File: src/rtl/ahb3lite_master.sv
`default_nettype none
// ============================================================================
//  Module   : ahb3lite_master
//  Purpose  : Single-initiator AHB3-Lite manager. Converts a simple
//             command/response stream into pipelined AHB3-Lite SINGLE
//             transfers with overlapped address and data phases.
//  Ports    : HCLK/HRESET          clock, synchronous active-high reset
//             cmd_*                command stream (valid/ready handshake)
//             rsp_*                one-cycle response pulse per command
//             H* outputs           AHB3-Lite manager signals
//             HREADYOUT/HRESP/HRDATA subordinate response
//  Revision : 1.0  initial release
// ============================================================================
module ahb3lite_master #(
  parameter int HADDR_SIZE = 32,
  parameter int HDATA_SIZE = 32
) (
  input  logic                  HCLK,
  input  logic                  HRESET,
  // command stream
  input  logic                  cmd_valid,
  output logic                  cmd_ready,
  input  logic [HADDR_SIZE-1:0] cmd_addr,
  input  logic                  cmd_write,
  input  logic [2:0]            cmd_size,
  input  logic [HDATA_SIZE-1:0] cmd_wdata,
  // response stream
  output logic                  rsp_valid,
  output logic                  rsp_write,
  output logic [HDATA_SIZE-1:0] rsp_rdata,
  output logic                  rsp_error,
  // AHB3-Lite manager
  output logic                  HSEL,
  output logic [HADDR_SIZE-1:0] HADDR,
  output logic                  HWRITE,
  output logic [2:0]            HSIZE,
  output logic [2:0]            HBURST,
  output logic [3:0]            HPROT,
  output logic [1:0]            HTRANS,
  output logic [HDATA_SIZE-1:0] HWDATA,
  output logic                  HREADY,
  input  logic                  HREADYOUT,
  input  logic                  HRESP,
  input  logic [HDATA_SIZE-1:0] HRDATA
);

  localparam logic [2:0] MAXSIZE      = 3'($clog2(HDATA_SIZE / 8));
  localparam logic [1:0] TRANS_IDLE   = 2'b00;
  localparam logic [1:0] TRANS_NONSEQ = 2'b10;

  // Address-phase stage (A)
  logic                  a_valid_q, a_valid_d;
  logic [HADDR_SIZE-1:0] a_addr_q,  a_addr_d;
  logic                  a_write_q, a_write_d;
  logic [2:0]            a_size_q,  a_size_d;
  logic [HDATA_SIZE-1:0] a_wdata_q, a_wdata_d;
  // Data-phase stage (D)
  logic                  d_valid_q, d_valid_d;
  logic                  d_write_q, d_write_d;
  logic [HDATA_SIZE-1:0] d_wdata_q, d_wdata_d;
  // Response register
  logic                  rsp_valid_q, rsp_valid_d;
  logic                  rsp_write_q, rsp_write_d;
  logic [HDATA_SIZE-1:0] rsp_rdata_q, rsp_rdata_d;
  logic                  rsp_error_q, rsp_error_d;

  logic                  a_advance;
  logic                  d_retire;
  logic                  cmd_fire;
  logic [2:0]            size_clamped;
  logic [HADDR_SIZE-1:0] addr_aligned;

  // A only moves forward on an OKAY completion; during an ERROR response the
  // pending command stays in A and is reissued once the error has finished.
  assign a_advance = a_valid_q & HREADYOUT & ~HRESP;
  assign d_retire  = d_valid_q & HREADYOUT;
  assign cmd_ready = ~HRESET & (~a_valid_q | (HREADYOUT & ~HRESP));
  assign cmd_fire  = cmd_valid & cmd_ready;

  // Clamp the transfer size to the bus width, then align the address to it.
  assign size_clamped = (cmd_size > MAXSIZE) ? MAXSIZE : cmd_size;
  assign addr_aligned = cmd_addr &
                        ~((HADDR_SIZE'(1) << size_clamped) - HADDR_SIZE'(1));

  always_comb begin
    a_valid_d   = a_valid_q;
    a_addr_d    = a_addr_q;
    a_write_d   = a_write_q;
    a_size_d    = a_size_q;
    a_wdata_d   = a_wdata_q;
    d_valid_d   = d_valid_q;
    d_write_d   = d_write_q;
    d_wdata_d   = d_wdata_q;

    // D either takes the command leaving A, or empties when it retires alone.
    if (a_advance) begin
      d_valid_d = 1'b1;
      d_write_d = a_write_q;
      d_wdata_d = a_wdata_q;
      a_valid_d = 1'b0;
    end else if (d_retire) begin
      d_valid_d = 1'b0;
    end

    // cmd_fire implies A is empty or is advancing this edge.
    if (cmd_fire) begin
      a_valid_d = 1'b1;
      a_addr_d  = addr_aligned;
      a_write_d = cmd_write;
      a_size_d  = size_clamped;
      a_wdata_d = cmd_wdata;
    end

    rsp_valid_d = d_retire;
    rsp_write_d = d_retire & d_write_q;
    rsp_error_d = d_retire & HRESP;
    rsp_rdata_d = (d_retire & ~d_write_q) ? HRDATA : '0;
  end

  always_ff @(posedge HCLK) begin
    if (HRESET) begin
      a_valid_q   <= 1'b0;
      a_addr_q    <= '0;
      a_write_q   <= 1'b0;
      a_size_q    <= 3'd0;
      a_wdata_q   <= '0;
      d_valid_q   <= 1'b0;
      d_write_q   <= 1'b0;
      d_wdata_q   <= '0;
      rsp_valid_q <= 1'b0;
      rsp_write_q <= 1'b0;
      rsp_rdata_q <= '0;
      rsp_error_q <= 1'b0;
    end else begin
      a_valid_q   <= a_valid_d;
      a_addr_q    <= a_addr_d;
      a_write_q   <= a_write_d;
      a_size_q    <= a_size_d;
      a_wdata_q   <= a_wdata_d;
      d_valid_q   <= d_valid_d;
      d_write_q   <= d_write_d;
      d_wdata_q   <= d_wdata_d;
      rsp_valid_q <= rsp_valid_d;
      rsp_write_q <= rsp_write_d;
      rsp_rdata_q <= rsp_rdata_d;
      rsp_error_q <= rsp_error_d;
    end
  end

  assign HSEL      = a_valid_q;
  assign HADDR     = a_addr_q;
  assign HWRITE    = a_write_q;
  assign HSIZE     = a_size_q;
  assign HBURST    = 3'b000;
  assign HPROT     = 4'b0011;
  // Both ERROR cycles must show IDLE so the held command is not issued early.
  assign HTRANS    = (a_valid_q & ~HRESP) ? TRANS_NONSEQ : TRANS_IDLE;
  assign HWDATA    = d_wdata_q;
  assign HREADY    = HREADYOUT;

  assign rsp_valid = rsp_valid_q;
  assign rsp_write = rsp_write_q;
  assign rsp_rdata = rsp_rdata_q;
  assign rsp_error = rsp_error_q;

endmodule
`default_nettype wire

File: config.mk
export PLATFORM = sky130hd
export DESIGN_NAME = ahb3lite_master
export DESIGN_NICKNAME = d
export VERILOG_FILES = /design/src/rtl/ahb3lite_master.sv
export SDC_FILE = /design/constraint.sdc
export NUM_CORES = 1
export LEC_CHECK = 0
export BUFFER_PORTS_ARGS = -buffer_cell sky130_fd_sc_hd__buf_4
export CAP_MARGIN = 20
export CELL_PAD_IN_SITES_DETAIL_PLACEMENT = 0
export CELL_PAD_IN_SITES_GLOBAL_PLACEMENT = 1
export CORE_ASPECT_RATIO = 1.4
export CORE_MARGIN = 2
export CORE_UTILIZATION = 38
export DETAILED_ROUTE_END_ITERATION = 10
export GPL_TIMING_DRIVEN = 1
export PLACE_DENSITY_LB_ADDON = 0.1
export SYNTH_ARGS = -nofsm -noshare
export SYNTH_HDL_FRONTEND = slang
export SYNTH_SLANG_ARGS = --single-unit
export TNS_END_PERCENT = 20
File: constraint.sdc
create_clock -name HCLK -period 2.92 [get_ports HCLK]
set_input_delay 0.438 -clock HCLK [delete_from_list [all_inputs] [get_ports HCLK]]
set_output_delay 0.438 -clock HCLK [all_outputs]
set_load 0.05 [all_outputs]
# ---- Yosys cells after proc, flatten, opt, wreduce, memory -nomap -nowiden
# Cells that the tools add are included.
dict set report word_totals {
  ff_bits 138
  latchBits 0
  ram_bits 0
  romBits 0
  out_inout_bits 115
  word_cells 42
  mem_count 0
}
dict set report classes {
  add_sub_neg 1
  multipliers 0
  n_div 0
  n_lt_le_gt_ge 1
  eq_ne 0
  shift 1
  mux 6
  n_bitwise 18
  reduce_logical 3
}
# op n
set ops {}
lappend ops {{32-bit AND} 1}
lappend ops {{32-bit NOT} 1}
lappend ops {{1-bit by 3-bit left shift with 32-bit output, first input constant} 1}
lappend ops {{32-bit by 1-bit subtractor with 32-bit output, second input constant} 1}
lappend ops {{1-bit AND} 10}
lappend ops {{1-bit NOT} 5}
lappend ops {{1-bit two-way mux} 4}
lappend ops {{2-bit nonzero test} 2}
lappend ops {{3-bit by 2-bit greater-than comparator with 1-bit output, second input constant} 1}
lappend ops {{3-bit two-way mux} 1}
lappend ops {{2-bit two-way mux} 1}
lappend ops {{2-bit OR reduction} 1}
lappend ops {{1-bit OR} 1}

# ---- Logic depth before layout (Yosys ltp)
# Gate-level depths: netlist of run 1.
dict set report depth {
  word_depth 6
  ltp_mapped 6
}

# ---- Worst setup path before layout of run 1
# Ideal clock, no wire load.
dict set report synth_timing {
  kind {input port to output port}
  start {in HRESET}
  end {out cmd_ready}
  arrival_time_ps 1840
  required_ps 2482
  path_slack_ps 642
  path_stages 5
  path_cell_list {buf_6 -> clkbuf_1 -> buf_2 -> buf_1 -> a21oi_1}
}
dict set report synth_via {
  elab_chain_len 2
}
# item line
set synth_lines {}
lappend synth_lines {{from (decl)} 19} ;# input logic HRESET,
lappend synth_lines {{1-bit NOT} 77} ;# assign cmd_ready = ~HRESET & (~a_valid_q | (HREADYOUT & ~HRESP));
lappend synth_lines {{1-bit AND} 77}
lappend synth_lines {{to (decl)} 22} ;# output logic cmd_ready,
# No other way between the ends.

# ---- Final worst setup path of run 1
dict set report layout_timing {
  start {reg a_valid_q (netlist: HSEL)}
  end {reg a_addr_q[24] (netlist: HADDR[24])}
}
dict set report layout_via {
  elab_chain_len 4
}
# item line
set layout_lines {}
lappend layout_lines {{from (decl)} 52} ;# logic a_valid_q, a_valid_d;
lappend layout_lines {{from (signal assigned)} 135} ;# a_valid_q <= a_valid_d;
lappend layout_lines {{1-bit NOT} 77}
lappend layout_lines {{1-bit OR} 77}
lappend layout_lines {{1-bit AND} 77}
lappend layout_lines {{1-bit AND} 78} ;# assign cmd_fire = cmd_valid & cmd_ready;
lappend layout_lines {{to (signal assigned)} 136} ;# a_addr_q <= a_addr_d;
lappend layout_lines {{to (decl)} 53} ;# logic [HADDR_SIZE-1:0] a_addr_q, a_addr_d;
# No other way between the ends.
# A chain may end at the register's enable or synchronous reset.

==> results.yml, run 1 <==
cts:
  worstSkewPairLatency_ns: 0.41
  cts_buffer_depth: 2
  cts_setup_buffers: 0
  cts-root-buf: "clkbuf_16"
  numClockSinks: 138
  clk_pin_slew_worst_paths_ns: 0.06
  cts-htree-levels: 4
  cts_tree: "built"
  post_cts_resize_count: 0
  cts_buffers: 17
  ctsHoldBuffers: 0
critical_path:
  cp-start-kind: "flip-flop"
  path_max_fanout: 26
  worst_path_max_delay_cell: "dfxtp_1"
  cp.arrival_ns: 2.10
  crit_end: "HADDR[24]"
  end_kind: "flip-flop"
  path_cells: "a21bo_4 > buf_4 > mux2_4"
  cpPeakStageDelay_ns: 0.47
  r2r.worst_path.cells: 3
  timing.rr.end: "HADDR[24]"
  reg2reg_from: "HSEL"
  required_ns: 3.21
  startpoint: "HSEL"
  crit_type: "reg2reg"
  rrSetupSlack_ns: 1.12
logic_synthesis:
  synthArstFlopShare_pct: 0
  synth-edff-count: 0
  syn-cell-area_sq_mm: 0.00507
  yosys.cell_count.top_type: "dfxtp_1"
  yosysUniqueCellTypes: 25
  synth_area_leaders: "dfxtp_1, mux2_4, nor2b_1, mux2_2, nand2_1"
  synth-seq-cells: 138
  syn_inst: 470
  synth_top_area_cell: "dfxtp_1"
  synth_common_cells: "dfxtp_1, nand2_1, nor2b_1"
  yosysWarnings: 0
  yosysSeqAreaShare_pct: 54.5
  syn_area_per_cell_sq_um: 10.8
  ys.flop_type: "dfxtp_1"
  synth_top_area_share_pct: 54.5
layout:
  diodes: 0
  fin_nets: 785
  layout-drive-gt1-share_pct: 45.2
  final_cell_count_no_fill: 874
  syn2layout_area_growth_pct: 46.0
  fill_cells: 1197
floorplan:
  start_util_pct: 38.4
  io_pins: 220
  core-area_sq_mm: 0.0132
  row_count: 50
  die-area_sq_mm: 0.0143
  die_x_microns: 102
  dieHeight_microns: 141
placed_design:
  io_buffers: 211
  place_hpwl_mm: 8.21
  place_congestion: 0.708
  dp_slack_ns: 0.843
  dp.cells: 842
timing:
  period_needed_ns: 1.80
  hold_viol_final: 0
  worst_pin_slew_ns: 0.627
  setup_viol: 0
  maxSlewViolCount: 0
  tns_ns: 0
  slew_headroom_pct: 58.1
  fin_crit_sh_pct: 61.7
  fin_skew_ns: 0.00733
  rsz0062_at_grt: "no"
  fmax_ghz: 0.555
  setup_slack_ns: 1.12
pwr:
  powerDensity_mw_per_mm2: 662
  ir_worst_vdd_v: 0.000349
  leakagePower_nw: 3.48
drt:
  antenna_left: 0
  drtIter0Drc: 89
  drc_errors: 0
  num_vias: 3823
  drt-pass1-iter-count: 5
  wl_per_cell_microns: 13.5
  wl_mm: 11.8
  via_per_inst: 4.37
grt:
  grt_pass1_vias: 3754
  gr-usage-all-layers_pct: 16.4
  grt_max_degree: 62
  grt_overflow_total: 0
  grt_pass1_wl_mm: 18.3
  antenna_found_initial: 0
run_status:
  status: "completed"
job:
  maxCapViolCount: 0
worst_hold_path:
  hold_path_class: "in2reg"
  holdPathStages: 2
## cells by family after synthesis
logic type                 after synthesis  synth area share, %
and+or+nand+nor                        186                 19.6
AOI/OAI and AO/OA                       38                 3.90
DFF                                    138                 54.5
buffers and inverters                   38                 4.51
muxes                                   67                 17.1
adders and majority gates                1                0.247
other                                    2                0.148
## worst max-delay path: cells and delay by family (launching register included)
kind	cells	cell delay (ns)
buffers and inverters	1	0.41
flip-flops	1	0.47
AO/OA/AOI/OAI	1	0.47
multiplexers	1	0.33
## cell usage in the layout, fill, tap and decap left out
| cell type | synthesis | layout |
|---|---|---|
| mux2_4 | 33 | 33 |
| mux2i_1 | 8 | 8 |
| nor3b_1 | 1 | 1 |
| buf_4 | 9 | 220 |
| nor2_1 | 3 | 3 |
| nand2_1 | 70 | 70 |
| conb_1 | 2 | 10 |
| a21boi_0 | 1 | 1 |
| and2_1 | 34 | 34 |
| nor2b_1 | 54 | 54 |
| clkbuf_16 | 0 | 17 |
| clkinv_4 | 0 | 2 |
| and3b_1 | 1 | 1 |
| inv_6 | 0 | 3 |
| nand3b_1 | 2 | 2 |
| nor2b_2 | 1 | 1 |
| nand2b_1 | 13 | 13 |
| clkbuf_8 | 0 | 2 |
| ha_1 | 1 | 1 |
| and2b_1 | 6 | 6 |
| clkinvlp_4 | 0 | 3 |
| mux2_2 | 26 | 26 |
| a21oi_1 | 36 | 36 |
| clkbuf_1 | 15 | 1 |
| dfxtp_1 | 138 | 138 |
| nor3_2 | 0 | 1 |
| bufinv_16 | 0 | 4 |
| a21bo_4 | 0 | 1 |
## area by class of cell
cell class,instances,area [sq um],area share (%)
timing repair buffer,220,1650,22.3
clock buffer,20,457,6.16
tap,182,228,3.07
sequential,138,2760,37.3
multi-input combinational,302,2120,28.7
clock inverter,12,186,2.52
## power breakdown
part	internal, mW	leakage (nW)	total, mW	switching [mW]
clock	1.49	0.304	2.31	0.827
sequential	1.96	1.13	2.00	0.0367
combinational	0.270	2.05	0.588	0.318
total	3.72	3.48	4.90	1.18
## per-layer routing
metal / vias to the layer above / track usage [%] / part of all wire [%]
met2: 158 / 26.4 / 48
met4: 0 / 5.97 / 1.8
met1: 1742 / 19.0 / 40
met5: - / 0 / 0
met3: 14 / 7.49 / 9.6
li1: 1909 / - / -
## per-stage QoR
stage                     power, mW  utilization (%)  area (sq um)  hold slack [ns]
final                          4.90             56.1          7410            0.225
after global routing           5.09             56.1          7410            0.204
after CTS                      4.97             56.1          7410            0.210
after detailed placement       2.63             51.3          6770            0.440
after global placement         2.62             51.3          6770            0.432
after floorplan                2.43                -          5100            0.427
## registers in the layout, summed over array words and instances (netlist names)
name	cells
a_wdata_q	32
HSEL	1
d_valid_q	1
HWDATA	32
HADDR	32
d_write_q	1
rsp_write	1
rsp_error	1
rsp_rdata	32
rsp_valid	1
HSIZE	3
HWRITE	1
## how the worst min path moves through the flow
stage | start | end
final | HRDATA[10] | rsp_rdata[10]
after global routing | HRDATA[18] | rsp_rdata[18]
after CTS | HRDATA[6] | rsp_rdata[6]
after detailed placement | a_wdata_q[31] | HWDATA[31]
after global placement | a_wdata_q[24] | HWDATA[24]
after floorplan | a_wdata_q[0] | HWDATA[0]
Power figures use the tool's default switching activity.
==> run 2: changes to the inputs <==
CORE_UTILIZATION = 32   (was 38)
clock period = 1.6 ns   (was 2.92 ns; I/O delays follow)
==> run 2 against run 1 <==
Final cell count increased by 1.7%. Die area rose by 18%. Sequential cell count unchanged. Total power up 88%. Via count rose by 0.81%. Worst hold slack got worse by 0.20 ns. Setup slack worse by 0.94 ns. Largest power group unchanged.
==> results.yml, run 2 (synthesis gave the netlist of run 1 again) <==
run_status:
  status: "completed"
pwr:
  leakagePower_nw: 3.55
  ir_worst_vdd_v: 0.000671
  powerDensity_mw_per_mm2: 1220
cts:
  numClockSinks: 138
  cts-root-buf: "clkbuf_16"
  cts_tree: "built"
  cts_buffer_depth: 2
  post_cts_resize_count: 0
  cts_setup_buffers: 0
  worstSkewPairLatency_ns: 0.42
  clk_pin_slew_worst_paths_ns: 0.06
  cts-htree-levels: 4
  cts_buffers: 17
  ctsHoldBuffers: 0
floorplan:
  dieHeight_microns: 153
  core-area_sq_mm: 0.0155
  io_pins: 220
  die_x_microns: 110
  die-area_sq_mm: 0.0169
  row_count: 54
  start_util_pct: 32.6
worst_hold_path:
  hp-start: "HRDATA[27]"
  holdPathStages: 2
  min_to: "rsp_rdata[27]"
  hold_path_class: "in2reg"
critical_path:
  reg2reg_from: "HSEL"
  rrSetupSlack_ns: 0.29
  required_ns: 1.36
  worst_path_max_delay_cell: "dfxtp_2"
  path_cells: "nor2b_2 > buf_4"
  path_max_fanout: 8
  cpPeakStageDelay_ns: 0.40
  timing.rr.end: "HADDR[3]"
  end_kind: "output pin"
  cp-start-kind: "flip-flop"
  cp.arrival_ns: 1.18
  crit_type: "reg2out"
  r2r.worst_path.cells: 3
grt:
  grt_util_met2_pct: 24.6
  grt_overflow_total: 0
  grt_pass1_vias: 3889
  grtUsageMet1_pct: 16.7
  gr-max-usage-layer: "met2"
  grt_pass1_wl_mm: 20.0
  antenna_found_initial: 0
  grtUsageMet3_pct: 6.74
  gr-usage-all-layers_pct: 14.9
  grt_max_degree: 57
timing:
  fin_skew_ns: 0.00783
  setup_viol: 0
  maxSlewViolCount: 0
  rsz0062_at_grt: "no"
  hold_viol_final: 0
  holdWs_ns: 0.0214
  period_needed_ns: 1.42
  fin_crit_sh_pct: 88.8
  tns_ns: 0
  fmax_ghz: 0.704
drt:
  drc_errors: 0
  drt-pass1-iter-count: 6
  wl_mm: 12.5
  via_per_inst: 4.34
  antenna_left: 0
  wl_per_cell_microns: 14.0
  num_vias: 3854
  drtIter0Drc: 161
layout:
  mostFrequentLayoutCells: "buf_4, dfxtp_1, nand2_1"
  final_cell_count_no_fill: 889
  fin_nets: 787
  layout-drive-gt1-share_pct: 45.9
  syn2layout_area_growth_pct: 49.1
  diodes: 0
  fin_util_pct: 48.7
  layout_commonest_cell: "buf_4"
job:
  maxCapViolCount: 0
placed_design:
  place_hpwl_mm: 8.76
  dp.cells: 858
  io_buffers: 211
  place_congestion: 0.729
==> run 2: report_power, final <==
| part | leakage, nW | internal [mW] | switching, mW | total, mW |
|---|---|---|---|---|
| Sequential | 1.13 | 3.58 | 0.0692 | 3.65 |
| Clock | 0.329 | 2.99 | 1.44 | 4.43 |
| Combinational | 2.09 | 0.519 | 0.588 | 1.11 |
==> run 2: through the flow <==
stage	area (sq um)	setup WS, ns	total power [mW]
after floorplan	5110	0.0228	4.43
after global placement	6890	0.122	4.83
after detailed placement	6890	0.136	4.85
after CTS	7570	0.149	9.32
after global routing	7570	0.120	9.53
final	7570	0.179	9.19
==> run 2: layout make-up <==
| cell class | count | area, sq um |
|---|---|---|
| Clock buffer | 19 | 453 |
| Timing Repair Buffer | 222 | 1750 |
| Fill cell | 1467 | 7970 |
| Multi-Input combinational cell | 302 | 2130 |
| Tap cell | 196 | 245 |
| Sequential cell | 138 | 2760 |
| Clock inverter | 12 | 220 |
==> run 2: worst max-delay path: cells and delay by family (launching register included) <==
kind | cells | cell delay [ns]
buffers and inverters | 1 | 0.20
AND/OR/NAND/NOR | 1 | 0.17
flip-flops | 1 | 0.40
==> run 2: how the worst max path moves through the flow <==
| stage | depth (start not counted) | from | slack (ns) | to |
|---|---|---|---|---|
| after detailed placement | 6 | HRESP | 0.14 | HADDR[0] |
| final | 2 | HSEL | 0.18 | HTRANS[1] |
| after CTS | 2 | HSEL | 0.15 | HTRANS[1] |
| after global routing | 2 | HSEL | 0.12 | HTRANS[1] |
| after floorplan | 5 | HRESET | 0.02 | cmd_ready |
| after global placement | 6 | HRESP | 0.12 | HADDR[0] |
==> run 2: metal layers <==
metal / up-vias / part of all wire [%]
met2: 156 / 49
met4: 0 / 1.7
met5: - / 0
met1: 1769 / 41
met3: 15 / 8.9
li1: 1914 / -
==> run 3: changes to the inputs <==
CORE_UTILIZATION = 25   (was 32)
==> run 3 against run 2 <==
Combinational power about the same. Global-route usage is 2.2 points lower. Maximum frequency increased by 1.3%. Wire length grew 9.7%. Clock skew up 0.0013 ns. Sequential cell count unchanged. Count of clock-buffer cells in the layout up 1. Final cell count increased by 7.9%. Setup slack gained 0.019 ns. Sequential share of layout area is 0.43 points lower. Cell area up 1.2%. Register-to-register slack lost 0.07 ns. Critical endpoint unchanged. Highest routed layer unchanged.
==> results.yml, run 3 (synthesis gave the netlist of run 1 again) <==
floorplan:
  row_count: 61
  start_util_pct: 25.5
  die-area_sq_mm: 0.0215
  core-area_sq_mm: 0.0199
  die_x_microns: 124
  dieHeight_microns: 173
  io_pins: 220
critical_path:
  crit_type: "reg2out"
  timing.rr.end: "a_wdata_q[9]"
  path_cells: "nor2b_2 > buf_4"
  r2r.worst_path.cells: 3
  end_kind: "output pin"
  cp-start-kind: "flip-flop"
  worst-path-stages: 2
  path_max_fanout: 8
  crit_end: "HTRANS[1]"
  cpPeakStageDelay_ns: 0.40
  startpoint: "HSEL"
  reg2reg_from: "HSEL"
  rrSetupSlack_ns: 0.22
  crit_buf_inv: 1
  required_ns: 1.36
  crit_family: "flip-flops"
  cp.arrival_ns: 1.16
  worst_path_max_delay_cell: "dfxtp_2"
grt:
  grt_pass1_wl_mm: 21.7
  grt_overflow_total: 0
  grt_pass1_vias: 4055
  gr-usage-all-layers_pct: 12.7
  antenna_found_initial: 0
  grt_max_degree: 107
timing:
  setup_viol: 0
  setup_slack_ns: 0.198
  maxSlewViolCount: 0
  period_needed_ns: 1.40
  fin_skew_ns: 0.00909
  hold_viol_final: 0
  fmax_ghz: 0.713
  rsz0062_at_grt: "no"
  fin_crit_sh_pct: 87.6
  tns_ns: 0
cts:
  cts_tree: "built"
  cts_buffer_depth: 2
  cts-root-buf: "clkbuf_16"
  numClockSinks: 138
  cts-htree-levels: 4
  cts_buffers: 17
  worstSkewPairLatency_ns: 0.42
  post_cts_resize_count: 0
  ctsHoldBuffers: 13
  cts_setup_buffers: 0
  clk_pin_slew_worst_paths_ns: 0.06
placed_design:
  place_hpwl_mm: 9.35
  dp_slack_ns: 0.0335
  place_congestion: 0.749
  io_buffers: 211
pwr:
  leakagePower_nw: 3.55
  ir_worst_vdd_v: 0.000623
  powerDensity_mw_per_mm2: 1110
  p_total_mw: 8.50
drt:
  wl_per_cell_microns: 14.2
  wl_mm: 13.7
  drc_errors: 0
  num_vias: 3893
  drt-pass1-iter-count: 4
  via_per_inst: 4.06
  antenna_left: 0
  drtIter0Drc: 109
layout:
  diodes: 0
  layout_commonest_cell: "buf_4"
  fin_util_pct: 38.4
  syn2layout_area_growth_pct: 50.9
  fin_nets: 801
  mostFrequentLayoutCells: "buf_4, dfxtp_1, nand2_1"
  layout-drive-gt1-share_pct: 45.1
  fill_cells: 1977
run_status:
  status: "completed"
job:
  maxCapViolCount: 0
worst_hold_path:
  hold_path_class: "in2reg"
## run 3: cell count changes in the layout (fill, tap and decap cells not counted), sizes merged
cell and change:
clkinv +3, dlygate4sd3 +13, buf +1, inv +1, clkbuf +1, bufinv -5
## run 3: worst register-to-register path: stages, from the launching register on
cell and delay, ns:
dfxtp_2 0.40, a21bo_4 0.29, buf_4 0.25, mux2_4 0.32
## run 3: cell type report
type	instances	area [sq um]	area share (%)
multi-input combinational	302	2130	27.8
timing repair buffer	236	1890	24.7
clock buffer	20	457	5.97
tap	252	315	4.12
clock inverter	11	97.6	1.27
sequential	138	2760	36.1
## run 3: where the power goes
part	internal, mW	leakage (nW)	switching (mW)	total (mW)
clock	2.21	0.276	1.50	3.70
combinational	0.541	2.15	0.603	1.14
sequential	3.58	1.13	0.0683	3.65
total	6.33	3.55	2.17	8.50
## run 3: worst min path at each step
stage	depth (start not counted)	endpoint	slack, ns	from
2_1_floorplan	2	HSEL	0.36	cmd_valid
3_3_place_gp	2	HWDATA[28]	0.43	a_wdata_q[28]
3_5_place_dp	2	HWDATA[19]	0.44	a_wdata_q[19]
4_1_cts	2	rsp_rdata[27]	0.0007	HRDATA[27]
5_1_grt	2	rsp_rdata[14]	0.002	HRDATA[14]
6_report	2	rsp_rdata[15]	0.03	HRDATA[15]
## run 3: metrics by stage
stage | cell area, sq um | hold slack [ns] | cells
after floorplan | 5110 | 0.357 | 478
after global placement | 6970 | 0.432 | 915
after detailed placement | 6970 | 0.439 | 915
after CTS | 7660 | 0.000662 | 959
after global routing | 7660 | 0.00183 | 959
final | 7660 | 0.0251 | 959
## run 3: layer usage
layer | wire length, microns | part of all wire [%] | track usage, % | vias up
met2 | 6620 | 48 | 20.9 | 159
met3 | 1170 | 8.5 | 5.88 | 19
li1 | - | - | - | 1936
met5 | 0 | 0 | 0 | -
met1 | 5650 | 41 | 14.4 | 1779
met4 | 227 | 1.7 | 4.73 | 0
